--- src/rtl/pop_pkg.sv ---
// Shared constants for the POP mode sequencer: source-select codes, the
// default per-mode channel table and the LED blink-code state type.
package pop_pkg;

  localparam logic [1:0] SRC_LOW   = 2'd0;
  localparam logic [1:0] SRC_HIGH  = 2'd1;
  localparam logic [1:0] SRC_TIMER = 2'd2;
  localparam logic [1:0] SRC_SLOW  = 2'd3;

  typedef enum logic [1:0] {
    LED_ON    = 2'd0,
    LED_OFF   = 2'd1,
    LED_PAUSE = 2'd2
  } led_state_t;

  // One table row per mode; channel c occupies bits [2c+1:2c].
  function automatic logic [7:0] pop_row(input logic [1:0] pump, input logic [1:0] probe,
                                         input logic [1:0] mw, input logic [1:0] sample);
    return {sample, mw, probe, pump};
  endfunction

  localparam logic [55:0] POP_MODE_TABLE_DEFAULT = {
    pop_row(SRC_HIGH,  SRC_HIGH,  SRC_TIMER, SRC_HIGH),   // 6 POP-bypass
    pop_row(SRC_TIMER, SRC_TIMER, SRC_SLOW,  SRC_TIMER),  // 5 pulsed-MW
    pop_row(SRC_TIMER, SRC_TIMER, SRC_LOW,   SRC_TIMER),  // 4 DR
    pop_row(SRC_HIGH,  SRC_LOW,   SRC_LOW,   SRC_LOW),    // 3 pump-cal
    pop_row(SRC_LOW,   SRC_LOW,   SRC_LOW,   SRC_LOW),    // 2 dark
    pop_row(SRC_TIMER, SRC_TIMER, SRC_TIMER, SRC_TIMER),  // 1 POP
    pop_row(SRC_LOW,   SRC_HIGH,  SRC_LOW,   SRC_HIGH)    // 0 setup
  };

endpackage

--- src/rtl/pop_mode_sequencer_if.sv ---
// Signal bundle between the POP mode sequencer (slave) and its surroundings
// (master: button, tick strobe, timer block and output pins).
interface pop_mode_sequencer_if #(
  parameter int NUM_CH    = 4,
  parameter int NUM_MODES = 7
);
  logic                         tick_100us;
  logic                         mode_btn_n;
  logic [NUM_CH-1:0]            timer_ch;
  logic [NUM_CH-1:0]            ch_out;
  logic                         led_out;
  logic [$clog2(NUM_MODES)-1:0] mode;
  logic                         mode_change;

  modport master (
    output tick_100us, mode_btn_n, timer_ch,
    input  ch_out, led_out, mode, mode_change
  );

  modport slave (
    input  tick_100us, mode_btn_n, timer_ch,
    output ch_out, led_out, mode, mode_change
  );
endinterface

--- src/rtl/pop_debounce.sv ---
// Tick-driven run-length debouncer: the level flips after SAMPLES consecutive
// differing samples; press is a combinational strobe on the flipping tick.
module pop_debounce #(
  parameter int SAMPLES = 4
) (
  input  logic clk,
  input  logic rst_n,
  input  logic tick,
  input  logic raw,
  output logic level,
  output logic press
);
  localparam int CW = $clog2(SAMPLES + 1);
  localparam logic [CW-1:0] LAST = CW'(SAMPLES - 1);

  logic [CW-1:0] run;

  always_ff @(posedge clk or negedge rst_n) begin
    if (!rst_n) begin
      level <= 1'b0;
      run   <= '0;
    end else if (tick) begin
      if (raw != level) begin
        if (run == LAST) begin
          level <= raw;
          run   <= '0;
        end else begin
          run <= run + CW'(1);
        end
      end else begin
        run <= '0;
      end
    end
  end

  // Lets the caller act on the same edge that flips the level.
  assign press = tick && raw && !level && (run == LAST);

endmodule

--- src/rtl/pop_mode_sequencer.sv ---
// POP operating-mode sequencer: debounced mode stepping, per-mode output mux,
// blink-code LED and slow square wave. Optional guard: define POP_GUARD_EN.
module pop_mode_sequencer
  import pop_pkg::*;
#(
  parameter int NUM_CH    = 4,
  parameter int NUM_MODES = 7,
  parameter logic [NUM_MODES*NUM_CH*2-1:0] MODE_TABLE = POP_MODE_TABLE_DEFAULT,
  parameter int DEBOUNCE_SAMPLES = 4,
  parameter int GUARD_TICKS      = 10,
  parameter int FLASH_TICKS      = 1000,
  parameter int PAUSE_TICKS      = 10000,
  parameter int SLOW_TICKS       = 17000
) (
  input logic                 clk_2M5,
  input logic                 rst_n,
  pop_mode_sequencer_if.slave bus
);
  localparam int MW = $clog2(NUM_MODES);
  localparam int LW = $clog2((PAUSE_TICKS > FLASH_TICKS ? PAUSE_TICKS : FLASH_TICKS) + 1);
  localparam int SW = $clog2(SLOW_TICKS + 1);
  localparam logic [MW-1:0] MODE_LAST  = MW'(NUM_MODES - 1);
  localparam logic [LW-1:0] FLASH_LAST = LW'(FLASH_TICKS - 1);
  localparam logic [LW-1:0] PAUSE_LAST = LW'(PAUSE_TICKS - 1);
  localparam logic [SW-1:0] SLOW_LAST  = SW'(SLOW_TICKS - 1);

  logic              unused_btn_level;
  logic              press;
  logic [MW-1:0]     cur_mode;
  logic              mode_pulse;
  logic [SW-1:0]     slow_cnt;
  logic              slow;
  logic              guard_active;
  logic [NUM_CH-1:0] src;
  logic [NUM_CH-1:0] ch_q;
  led_state_t        led_state;
  logic [LW-1:0]     led_cnt;
  logic [MW:0]       flashes;
  logic [MW:0]       flash_target;

  pop_debounce #(.SAMPLES(DEBOUNCE_SAMPLES)) u_debounce (
    .clk   (clk_2M5),
    .rst_n (rst_n),
    .tick  (bus.tick_100us),
    .raw   (~bus.mode_btn_n),
    .level (unused_btn_level),
    .press (press)
  );

  always_ff @(posedge clk_2M5 or negedge rst_n) begin
    if (!rst_n) begin
      cur_mode   <= '0;
      mode_pulse <= 1'b0;
    end else begin
      mode_pulse <= press;
      if (press) cur_mode <= (cur_mode == MODE_LAST) ? '0 : cur_mode + MW'(1);
    end
  end

  always_ff @(posedge clk_2M5 or negedge rst_n) begin
    if (!rst_n) begin
      slow_cnt <= '0;
      slow     <= 1'b0;
    end else if (bus.tick_100us) begin
      if (slow_cnt == SLOW_LAST) begin
        slow_cnt <= '0;
        slow     <= ~slow;
      end else begin
        slow_cnt <= slow_cnt + SW'(1);
      end
    end
  end

`ifdef POP_GUARD_EN
  localparam int GW = $clog2(GUARD_TICKS + 1);
  logic [GW-1:0] guard;

  always_ff @(posedge clk_2M5 or negedge rst_n) begin
    if (!rst_n)                           guard <= GW'(GUARD_TICKS);
    else if (press)                       guard <= GW'(GUARD_TICKS);
    else if (bus.tick_100us && guard != '0) guard <= guard - GW'(1);
  end

  assign guard_active = (guard != '0);
`else
  logic unused_guard_ticks;
  assign unused_guard_ticks = ^GUARD_TICKS;
  assign guard_active       = 1'b0;
`endif

  always_comb begin
    src = '0;
    for (int unsigned c = 0; c < NUM_CH; c++) begin
      case (MODE_TABLE[(int'(cur_mode) * NUM_CH + int'(c)) * 2 +: 2])
        SRC_LOW:   src[c] = 1'b0;
        SRC_HIGH:  src[c] = 1'b1;
        SRC_TIMER: src[c] = bus.timer_ch[c];
        default:   src[c] = slow;
      endcase
    end
  end

  always_ff @(posedge clk_2M5 or negedge rst_n) begin
    if (!rst_n)            ch_q <= '0;
    else if (guard_active) ch_q <= '0;
    else                   ch_q <= src;
  end

  assign flash_target = {1'b0, cur_mode} + (MW+1)'(1);

  // A press restarts the blink code from a full pause, overriding any tick.
  always_ff @(posedge clk_2M5 or negedge rst_n) begin
    if (!rst_n) begin
      led_state <= LED_PAUSE;
      led_cnt   <= '0;
      flashes   <= '0;
    end else if (press) begin
      led_state <= LED_PAUSE;
      led_cnt   <= '0;
      flashes   <= '0;
    end else if (bus.tick_100us) begin
      case (led_state)
        LED_ON: begin
          if (led_cnt == FLASH_LAST) begin
            led_state <= LED_OFF;
            led_cnt   <= '0;
            flashes   <= flashes + (MW+1)'(1);
          end else begin
            led_cnt <= led_cnt + LW'(1);
          end
        end
        LED_OFF: begin
          if (led_cnt == FLASH_LAST) begin
            led_cnt <= '0;
            if (flashes == flash_target) begin
              led_state <= LED_PAUSE;
              flashes   <= '0;
            end else begin
              led_state <= LED_ON;
            end
          end else begin
            led_cnt <= led_cnt + LW'(1);
          end
        end
        LED_PAUSE: begin
          if (led_cnt == PAUSE_LAST) begin
            led_state <= LED_ON;
            led_cnt   <= '0;
          end else begin
            led_cnt <= led_cnt + LW'(1);
          end
        end
        default: begin
          led_state <= LED_PAUSE;
          led_cnt   <= '0;
        end
      endcase
    end
  end

  assign bus.ch_out      = ch_q;
  assign bus.led_out     = (led_state == LED_ON);
  assign bus.mode        = cur_mode;
  assign bus.mode_change = mode_pulse;

endmodule

--- src/flat_wrapper.sv ---
// flat-port wrapper written by rule: the top's interface ports become plain ports
module pop_mode_sequencer_flat import pop_pkg::*;
#(
  parameter int NUM_CH    = 4,
  parameter int NUM_MODES = 7,
  parameter logic [NUM_MODES*NUM_CH*2-1:0] MODE_TABLE = POP_MODE_TABLE_DEFAULT,
  parameter int DEBOUNCE_SAMPLES = 4,
  parameter int GUARD_TICKS      = 10,
  parameter int FLASH_TICKS      = 1000,
  parameter int PAUSE_TICKS      = 10000,
  parameter int SLOW_TICKS       = 17000
)
  (clk_2M5, rst_n, bus_tick_100us, bus_mode_btn_n, bus_timer_ch, bus_ch_out, bus_led_out, bus_mode, bus_mode_change);
  pop_mode_sequencer_if #(.NUM_CH(NUM_CH), .NUM_MODES(NUM_MODES)) bus_i ();
  input logic clk_2M5;
  input logic rst_n;
  input wire logic [$bits(bus_i.tick_100us)-1:0] bus_tick_100us;
  input wire logic [$bits(bus_i.mode_btn_n)-1:0] bus_mode_btn_n;
  input wire logic [$bits(bus_i.timer_ch)-1:0] bus_timer_ch;
  output wire logic [$bits(bus_i.ch_out)-1:0] bus_ch_out;
  output wire logic [$bits(bus_i.led_out)-1:0] bus_led_out;
  output wire logic [$bits(bus_i.mode)-1:0] bus_mode;
  output wire logic [$bits(bus_i.mode_change)-1:0] bus_mode_change;
  assign bus_i.tick_100us = bus_tick_100us;
  assign bus_i.mode_btn_n = bus_mode_btn_n;
  assign bus_i.timer_ch = bus_timer_ch;
  assign bus_ch_out = bus_i.ch_out;
  assign bus_led_out = bus_i.led_out;
  assign bus_mode = bus_i.mode;
  assign bus_mode_change = bus_i.mode_change;
  pop_mode_sequencer #(.NUM_CH(NUM_CH), .NUM_MODES(NUM_MODES), .MODE_TABLE(MODE_TABLE), .DEBOUNCE_SAMPLES(DEBOUNCE_SAMPLES), .GUARD_TICKS(GUARD_TICKS), .FLASH_TICKS(FLASH_TICKS), .PAUSE_TICKS(PAUSE_TICKS), .SLOW_TICKS(SLOW_TICKS)) u_core (.clk_2M5(clk_2M5), .rst_n(rst_n), .bus(bus_i));
endmodule
--- config.mk ---
export PLATFORM = sky130hd
export DESIGN_NAME = pop_mode_sequencer_flat
export DESIGN_NICKNAME = d
export VERILOG_FILES = /design/src/rtl/pop_pkg.sv /design/src/rtl/pop_mode_sequencer_if.sv /design/src/rtl/pop_debounce.sv /design/src/rtl/pop_mode_sequencer.sv /design/src/flat_wrapper.sv
export SDC_FILE = /design/constraint.sdc
export NUM_CORES = 1
export LEC_CHECK = 0
export CAP_MARGIN = 5
export CORE_MARGIN = 5
export CORE_UTILIZATION = 45
export DETAILED_ROUTE_END_ITERATION = 8
export PLACE_DENSITY_LB_ADDON = 0.3
export REMOVE_ABC_BUFFERS = 1
export SETUP_SLACK_MARGIN = 0.4
export SYNTH_ARGS = -nofsm -noshare
export SYNTH_HDL_FRONTEND = slang
export SYNTH_HIERARCHICAL = 1
export SYNTH_SLANG_ARGS = --single-unit
--- constraint.sdc ---
create_clock -name clk_2M5 -period 5.71 [get_ports clk_2M5]
set_input_delay 1.142 -clock clk_2M5 [delete_from_list [all_inputs] [get_ports clk_2M5]]
set_output_delay 1.142 -clock clk_2M5 [all_outputs]
set_load 0.02 [all_outputs]
# Word level (Yosys, flattened, before mapping)
# Cells that the tools add are included.
# totals
regBits	48
inputBits	8
output_inout_bits	9
wordCells	88
# classes
add_sub_neg	9
n_eq_ne	21
shift	4
n_mux	26
n_bitwise	2
reduce_logical	16
# ops
op	count
variable part select 56 x 32 -> 2 bit, first input constant	3
two-way mux 14 bit	4
variable part select 56 x 7 -> 2 bit, first input constant	1
one-hot mux 14 bit (2 select lines)	1
two-way mux 4 bit	5
adder 15 x 1 -> 15 bit, second input constant	1
== test 15 bit, second input constant	1
two-way mux 15 bit	1
adder 14 x 1 -> 14 bit, second input constant	1
== test 14 x 10 -> 1 bit, second input constant	1
== test 14 bit, second input constant	1
adder 5 x 2 -> 6 bit, second input constant	2
two-way mux 2 bit	6
inequality test 3 x 1 -> 1 bit, second input constant	4
one-hot mux 1 bit (3 select lines)	4
== test 2 x 1 -> 1 bit, second input constant	5
== test 2 bit, second input constant	5
zero test 2 bit	5
two-way mux 3 bit	3
one-hot mux 4 bit (2 select lines)	1
adder 3 x 1 -> 3 bit, second input constant	2
adder 5 x 1 -> 6 bit, second input constant	1
one-hot mux 2 bit (3 select lines)	1
AND reduction 5 bit	1
15 further kinds	18

# Depth between registers and ports, before layout
# Gate-level depths: netlist of the first run.
# logic_depth
depth_word	7
ltp_mapped	7
mapped_depth_nobuf	7

# Hierarchy
# The synthesis of the first run kept the hierarchy.
# modules_own_cells
mod	n_inst	cells_per_inst	area_each_um2
pop_mode_sequencer	1	255	2487.4
pop_debounce	1	19	206.4

# Least setup slack after synthesis of the first run
# No wires, ideal clock.
# synth_timing
path_type	input -> register
from	in bus_tick_100us
to	reg u_core.flashes[3]
setup_ns	0.082
t_arrival_ns	2.421
required_time_ns	5.628
setup_slack_ns	3.208
stages	5
n_path_buf	0
path_cell_list	and3b_1 > a41oi_1 > a311o_1 > or4_1 > a31oi_1
# synth_between
elab_chain_cells	5
word_cells_on_any_way	10
classes_between	eq/ne: 3; mux: 1; reduce/logical: 6
# synth_lines
element	line	source
start, declared	flat_wrapper.sv:17	input wire logic [$bits(bus_i.tick_100us)-1:0] bus_tick_100us;
logical AND 1 bit (3 in series)	pop_debounce.sv:37	assign press = tick && raw && !level && (run == LAST);
inequality test 3 x 1 -> 1 bit (no source line), or another cell as far along	n/a	
AND reduction 5 bit (no source line)	n/a	
end signal, assigned	pop_mode_sequencer.sv:127	flashes <= flashes + (MW+1)'(1);
end, declared	pop_mode_sequencer.sv:38	logic [MW:0] flashes;
# Several ways; a longest one is shown, not always the timed one.
# A chain may end at the register's enable or synchronous reset.

# Worst setup path in the final report of the first run
# layout_timing
from	in bus_tick_100us
to	reg u_core.led_cnt[9]
# layout_between
elab_chain_cells	4
word_cells_on_any_way	5
classes_between	mux: 1; reduce/logical: 4
# layout_lines
element	line	source
logical AND 1 bit (3 in series)	pop_debounce.sv:37	
two-way mux 14 bit / nonzero test 2 bit (equally long branches)	n/a	
end signal, assigned	pop_mode_sequencer.sv:129	led_cnt <= led_cnt + LW'(1);
end signal, assigned	pop_mode_sequencer.sv:142	led_cnt <= led_cnt + LW'(1);
end signal, assigned	pop_mode_sequencer.sv:150	led_cnt <= led_cnt + LW'(1);
end, declared	pop_mode_sequencer.sv:37	logic [LW-1:0] led_cnt;
# Several ways; a longest one is shown, not always the timed one.

==> results.cfg, run 1 <==
[outcome]
outcome = finished, final reports clean

[setup_path]
r2r-start = u_core/led_cnt[0]
cp_slowest_cell = clkdlybuf4s50_1
critPathMaxStageDelay_ns = 0.95
required_ns = 5.90
cp-start-kind = input pin
rr_worst_depth = 6
cp_max_fo = 22
criticalPathCategory = input pin to flop
reg2reg_to = u_core/led_cnt[9]
r2r_setup_slack_ns = 3.15
endpoint_kind = flop
arrival_ns = 3.87
worstPathCellList = clkdlybuf4s50_1 -> clkinv_1 -> a211oi_2 -> a31oi_1 -> a2111oi_0

[route]
routed.top_layer = met4
vias_per_cell = 5.68
wl_per_cell_um = 14.3
dr.first_iter.drc_count = 167
wl_met1_mm = 2.55
wl_met2_mm = 2.34
drcViolationCount = 0
drtAntennaViolNets = 0
postRouteWirelength_mm = 5.23
wl_met3_um = 267
firstDrtPassIters = 5
vias = 2086

[layout]
final_cells = 367
finalInstanceArea_um2 = 3020
ff_latch_area_um2 = 1200
drive_above_1_share_pct = 7.88
final_nets = 308
n_fill_cell = 526
areaGrowthSynthToFinish_pct = 12.2
multi_input_area_um2 = 1410
diodes = 0

[clocking]
cts_buffer_depth = 2
clock_latency_ns = 0.31
clk_pin_slew_worst_paths_ns = 0.10
cts_setup_buffers = 0
cts_tree = yes
cts_resized = 0
cts.sinks = 48
postCtsHoldBufs = 0
cts_buffers = 5
ctsHtreeMaxLevel = 2
root_buffer = clkbuf_8

[pwr]
power_density_nw_per_um2 = 369
peakVddDrop_mv = 0.240
p_leak_nw = 1.30

[yosys]
ys.warnings.count = 6
synth_top_area_share_pct = 43.7
yosys-top-cells-area = dfrtp_1, ha_1, nand3_1
yosys-top-cells-count = dfrtp_1, nand2_1, nand3_1
ys_types = 58
ys_seq_area_share_pct = 44.6
synth_edf_count = 0
syn_inst = 274
ys.flop_type = dfrtp_1
netlist_area_um2 = 2690
async_flop_share_pct = 100
avgSynthCellArea_um2 = 9.83
yosys.area.top_type = dfrtp_1
ys_seq_elements = 48
synth_most_common_cell = dfrtp_1

[die]
die_w_um = 87.4
die_h_um = 87.4
start_util_pct = 45.8
pin_count = 17
dieArea_um2 = 7630
core-area_um2 = 5890
rows = 28

[timing]
fin_tns_setup_ns = 0
finalHoldViolCount = 0
setup_viol = 0
slew_headroom_pct = 32.3
grt_setup_unrepaired = no
tightest_slew_ns = 1.02
setup_ws_ns = 2.03
fin_crit_sh_pct = 64.5
max_freq_mhz = 272
holdWs_ns = 0.494
period_needed_ns = 3.68
fin_worst_skew_ns = 0.0128
drv_slew = 0

[global_route]
overflow = 0
grt_use_total_pct = 15.4
grt_pass1_vias = 1996
grt_pass1_wl_mm = 9.34
grt_max_degree = 49
antenna_found_initial = 0

[flow_run]
maxCapViolCount = 0

[placement]
place.gp.congestion = 0.911
pre_cts_ws_ns = 1.69
dpl.hpwl_mm = 3.66
placedCellCount = 359
placed_area_um2 = 2910
portBuffers = 16

[worst_hold_path]
holdPathEnd = u_core/slow
worstHoldStart = u_core/slow
whs_path_depth = 1
hp-class = flop to flop
-- logic make-up (layout without fill, tap and decap cells) --
| group | Yosys count | in the layout | share of synthesized area (%) |
|---|---|---|---|
| xor+xnor | 16 | 16 | 5.20 |
| flops | 48 | 48 | 44.6 |
| fa+ha+maj | 9 | 9 | 4.18 |
| mux | 7 | 7 | 2.69 |
| simple gates | 113 | 113 | 23.5 |
| compound gates | 63 | 63 | 16.6 |
| buf+inv | 18 | 36 | 3.16 |
-- stage by stage --
step	util (%)	power, mW
finish	51.4	1.11
global route	51.4	1.19
CTS	51.4	1.12
detailed placement	49.5	0.874
global placement	49.5	0.868
floorplan	-	0.750
-- flip-flops by register name, summed over array words and instances, names as in the netlist --
register	flops
u_core/led_state	2
u_core/slow_cnt	15
u_core/u_debounce/run	3
u_core/bus.ch_out	4
u_core/flashes	4
u_core/slow	1
u_core/bus.mode	3
u_core/u_debounce/level	1
u_core/bus.mode_change	1
u_core/led_cnt	14
-- critical path: cells and delay by family --
family | cells | cell delay, ns
buffers and inverters | 2 | 1.42
AOI/OAI and AO/OA | 3 | 1.30
-- power breakdown --
part | internal (mW) | switching, mW | total (mW)
Sequential | 0.416 | 0.0996 | 0.515
Clock | 0.130 | 0.116 | 0.246
Combinational | 0.166 | 0.187 | 0.353
Total | 0.711 | 0.403 | 1.11
-- cell type report --
class	instances	share of cell area, %
Multi-Input combinational cell	208	46.7
Sequential cell	48	39.8
Timing Repair Buffer	17	5.38
Tap cell	75	3.10
Clock buffer	5	2.28
Clock inverter	3	1.41
Inverter	11	1.37
-- layer usage --
layer / GRT usage [%] / vias up
met5: 0 / -
met4: 6.42 / 0
li1: - / 1050
met1: 21.4 / 977
met3: 3.50 / 8
met2: 22.9 / 51
-- worst max-delay path by stage --
stage	start	end	slack (ns)	depth (start not counted)
2_1_floorplan	bus_tick_100us	u_core/led_cnt[9]	2.23	5
3_3_place_gp	bus_tick_100us	u_core/led_cnt[9]	1.74	5
3_5_place_dp	bus_tick_100us	u_core/led_cnt[9]	1.69	5
4_1_cts	bus_tick_100us	u_core/led_cnt[9]	1.99	5
5_1_grt	bus_tick_100us	u_core/led_cnt[9]	1.71	5
6_report	bus_tick_100us	u_core/led_cnt[9]	2.03	5
-- cell usage in the layout, fill, tap and decap left out, drive strengths merged, types with 9 or more instances in the layout --
| cell type | n |
|---|---|
| a21oi | 11 |
| a31oi | 9 |
| clkdlybuf4s50 | 15 |
| dfrtp | 47 |
| ha | 9 |
| inv | 10 |
| nand2 | 22 |
| nand3 | 22 |
| nor2 | 13 |
| nor2b | 9 |
| o21ai | 16 |
| xnor2 | 10 |
(Power assumes the default switching activity.)
==> run 2, diff against run 1 <==
- clock period: 5.71 -> 3.85 ns (I/O delays scaled with it)
==> results.cfg, run 2 (synthesis results as in run 1) <==
[outcome]
outcome = finished, final reports clean

[die]
rows = 28
die_w_um = 87.4
core-area_um2 = 5890
start_util_pct = 45.8
die_h_um = 87.4
pin_count = 17
dieArea_um2 = 7630

[clocking]
cts.sinks = 48
ctsHtreeMaxLevel = 2
cts_buffer_depth = 2
cts_resized = 0
clock_latency_ns = 0.31
postCtsHoldBufs = 0
cts_buffers = 5
cts_setup_buffers = 0
cts_tree = yes
clk_pin_slew_worst_paths_ns = 0.10
root_buffer = clkbuf_8

[setup_path]
criticalPathCategory = input pin to flop
crit_buf_inv = 2
cp-start-kind = input pin
cp_max_fo = 14
r2r_setup_slack_ns = 1.21
worstPathCellList = clkdlybuf4s50_1 -> buf_4 -> nand3b_1 -> nor3b_2 -> a211oi_2 -> a31oi_1 -> a2111oi_0
critPathMaxStageDelay_ns = 0.74
arrival_ns = 3.19
required_ns = 4.03
cp_slowest_cell = a211oi_2
endpoint_kind = flop
critical-path-top-delay-family = compound AO/OA/AOI/OAI gates

[timing]
finalHoldViolCount = 0
drv_slew = 0
fin_crit_sh_pct = 78.0
max_freq_mhz = 333
fin_worst_skew_ns = 0.0114
period_needed_ns = 3.00
setup_viol = 0
fin_tns_setup_ns = 0
tightest_slew_ns = 1.05
slew_headroom_pct = 30.3
grt_setup_unrepaired = no
setup_ws_ns = 0.846
holdWs_ns = 0.495

[worst_hold_path]
hp-class = flop to flop

[pwr]
peakVddDrop_mv = 0.374
power_density_nw_per_um2 = 535
p_leak_nw = 1.29

[route]
vias = 2163
dr.first_iter.drc_count = 311
drcViolationCount = 0
postRouteWirelength_mm = 5.59
wl_per_cell_um = 15.2
firstDrtPassIters = 4
drtAntennaViolNets = 0
vias_per_cell = 5.88

[layout]
final_common_cell = dfrtp_1
final_cells = 368
diodes = 0
fin_util_pct = 51.1
drive_above_1_share_pct = 8.19
mostFrequentLayoutCells = dfrtp_1, nand2_1, nand3_1
areaGrowthSynthToFinish_pct = 11.8
final_nets = 309
regMostFlops = u_core/slow_cnt
n_fill_cell = 558
largestRegisters = u_core/slow_cnt x15, u_core/led_cnt x14
largest_reg_flops = 15

[placement]
pre_cts_ws_ns = 0.504
portBuffers = 16
dpl.hpwl_mm = 3.96
placedCellCount = 360
place.gp.congestion = 0.887

[flow_run]
maxCapViolCount = 0

[global_route]
grt_max_degree = 49
grt_pass1_vias = 2110
overflow = 0
grt_pass1_wl_mm = 9.72
grt_use_total_pct = 15.8
antenna_found_initial = 0
run 2: cell count changes in the layout (fill, tap and decap cells not counted), sizes merged:
cell	delta
clkinvlp	-1
buf	+1
bufinv	-1
inv	+1
clkinv	+1
run 2: cell type report:
type	instances	area, um^2	area share [%]
flip-flops and latches	48	1200	39.9
inverters	11	41.3	1.37
multi-input cells	208	1410	46.9
repair buffers	18	170	5.65
clock buffers	5	68.8	2.29
clock inverters	3	22.5	0.748
well taps	75	93.8	3.12
run 2: where the power goes:
part	internal [mW]	leakage (nW)	switching [mW]
Sequential	0.616	0.603	0.154
Combinational	0.248	0.644	0.280
Clock	0.130	0.0485	0.181
Total	0.995	1.29	0.615
run 2: through the flow:
step / instance area, um^2 / power, mW
floorplan: 2650 / 1.11
global placement: 2920 / 1.29
detailed placement: 2920 / 1.30
CTS: 3010 / 1.62
global route: 3010 / 1.73
finish: 3010 / 1.61
run 2: worst paths after layout:
check / to / cells past startpoint / from
max: u_core/led_cnt[9] / 7 / bus_tick_100us
min: u_core/slow / 1 / u_core/slow
max reg2reg: u_core/led_cnt[9] / 6 / u_core/led_cnt[0]
min reg2reg: u_core/slow / 1 / u_core/slow
max in group asynchronous: u_core/slow_cnt[1] / 1 / rst_n
min in group asynchronous: u_core/led_cnt[13] / 1 / rst_n
run 2: metal layers:
layer  track usage, %  routed length [um]  vias up
met3             3.60                 373        7
met5                0                   0        -
li1                 -                   -     1043
met2             25.1                2600       68
met1             21.6                2560     1045
met4             4.60                  58        0
run 2: worst register-to-register path, stage by stage (launching register included):
cell and delay (ns):
dfrtp_1 0.47, ha_1 0.27, nor4b_2 0.18, a41o_1 0.31, a211oi_2 0.74, a31oi_1 0.17, a2111oi_0 0.38
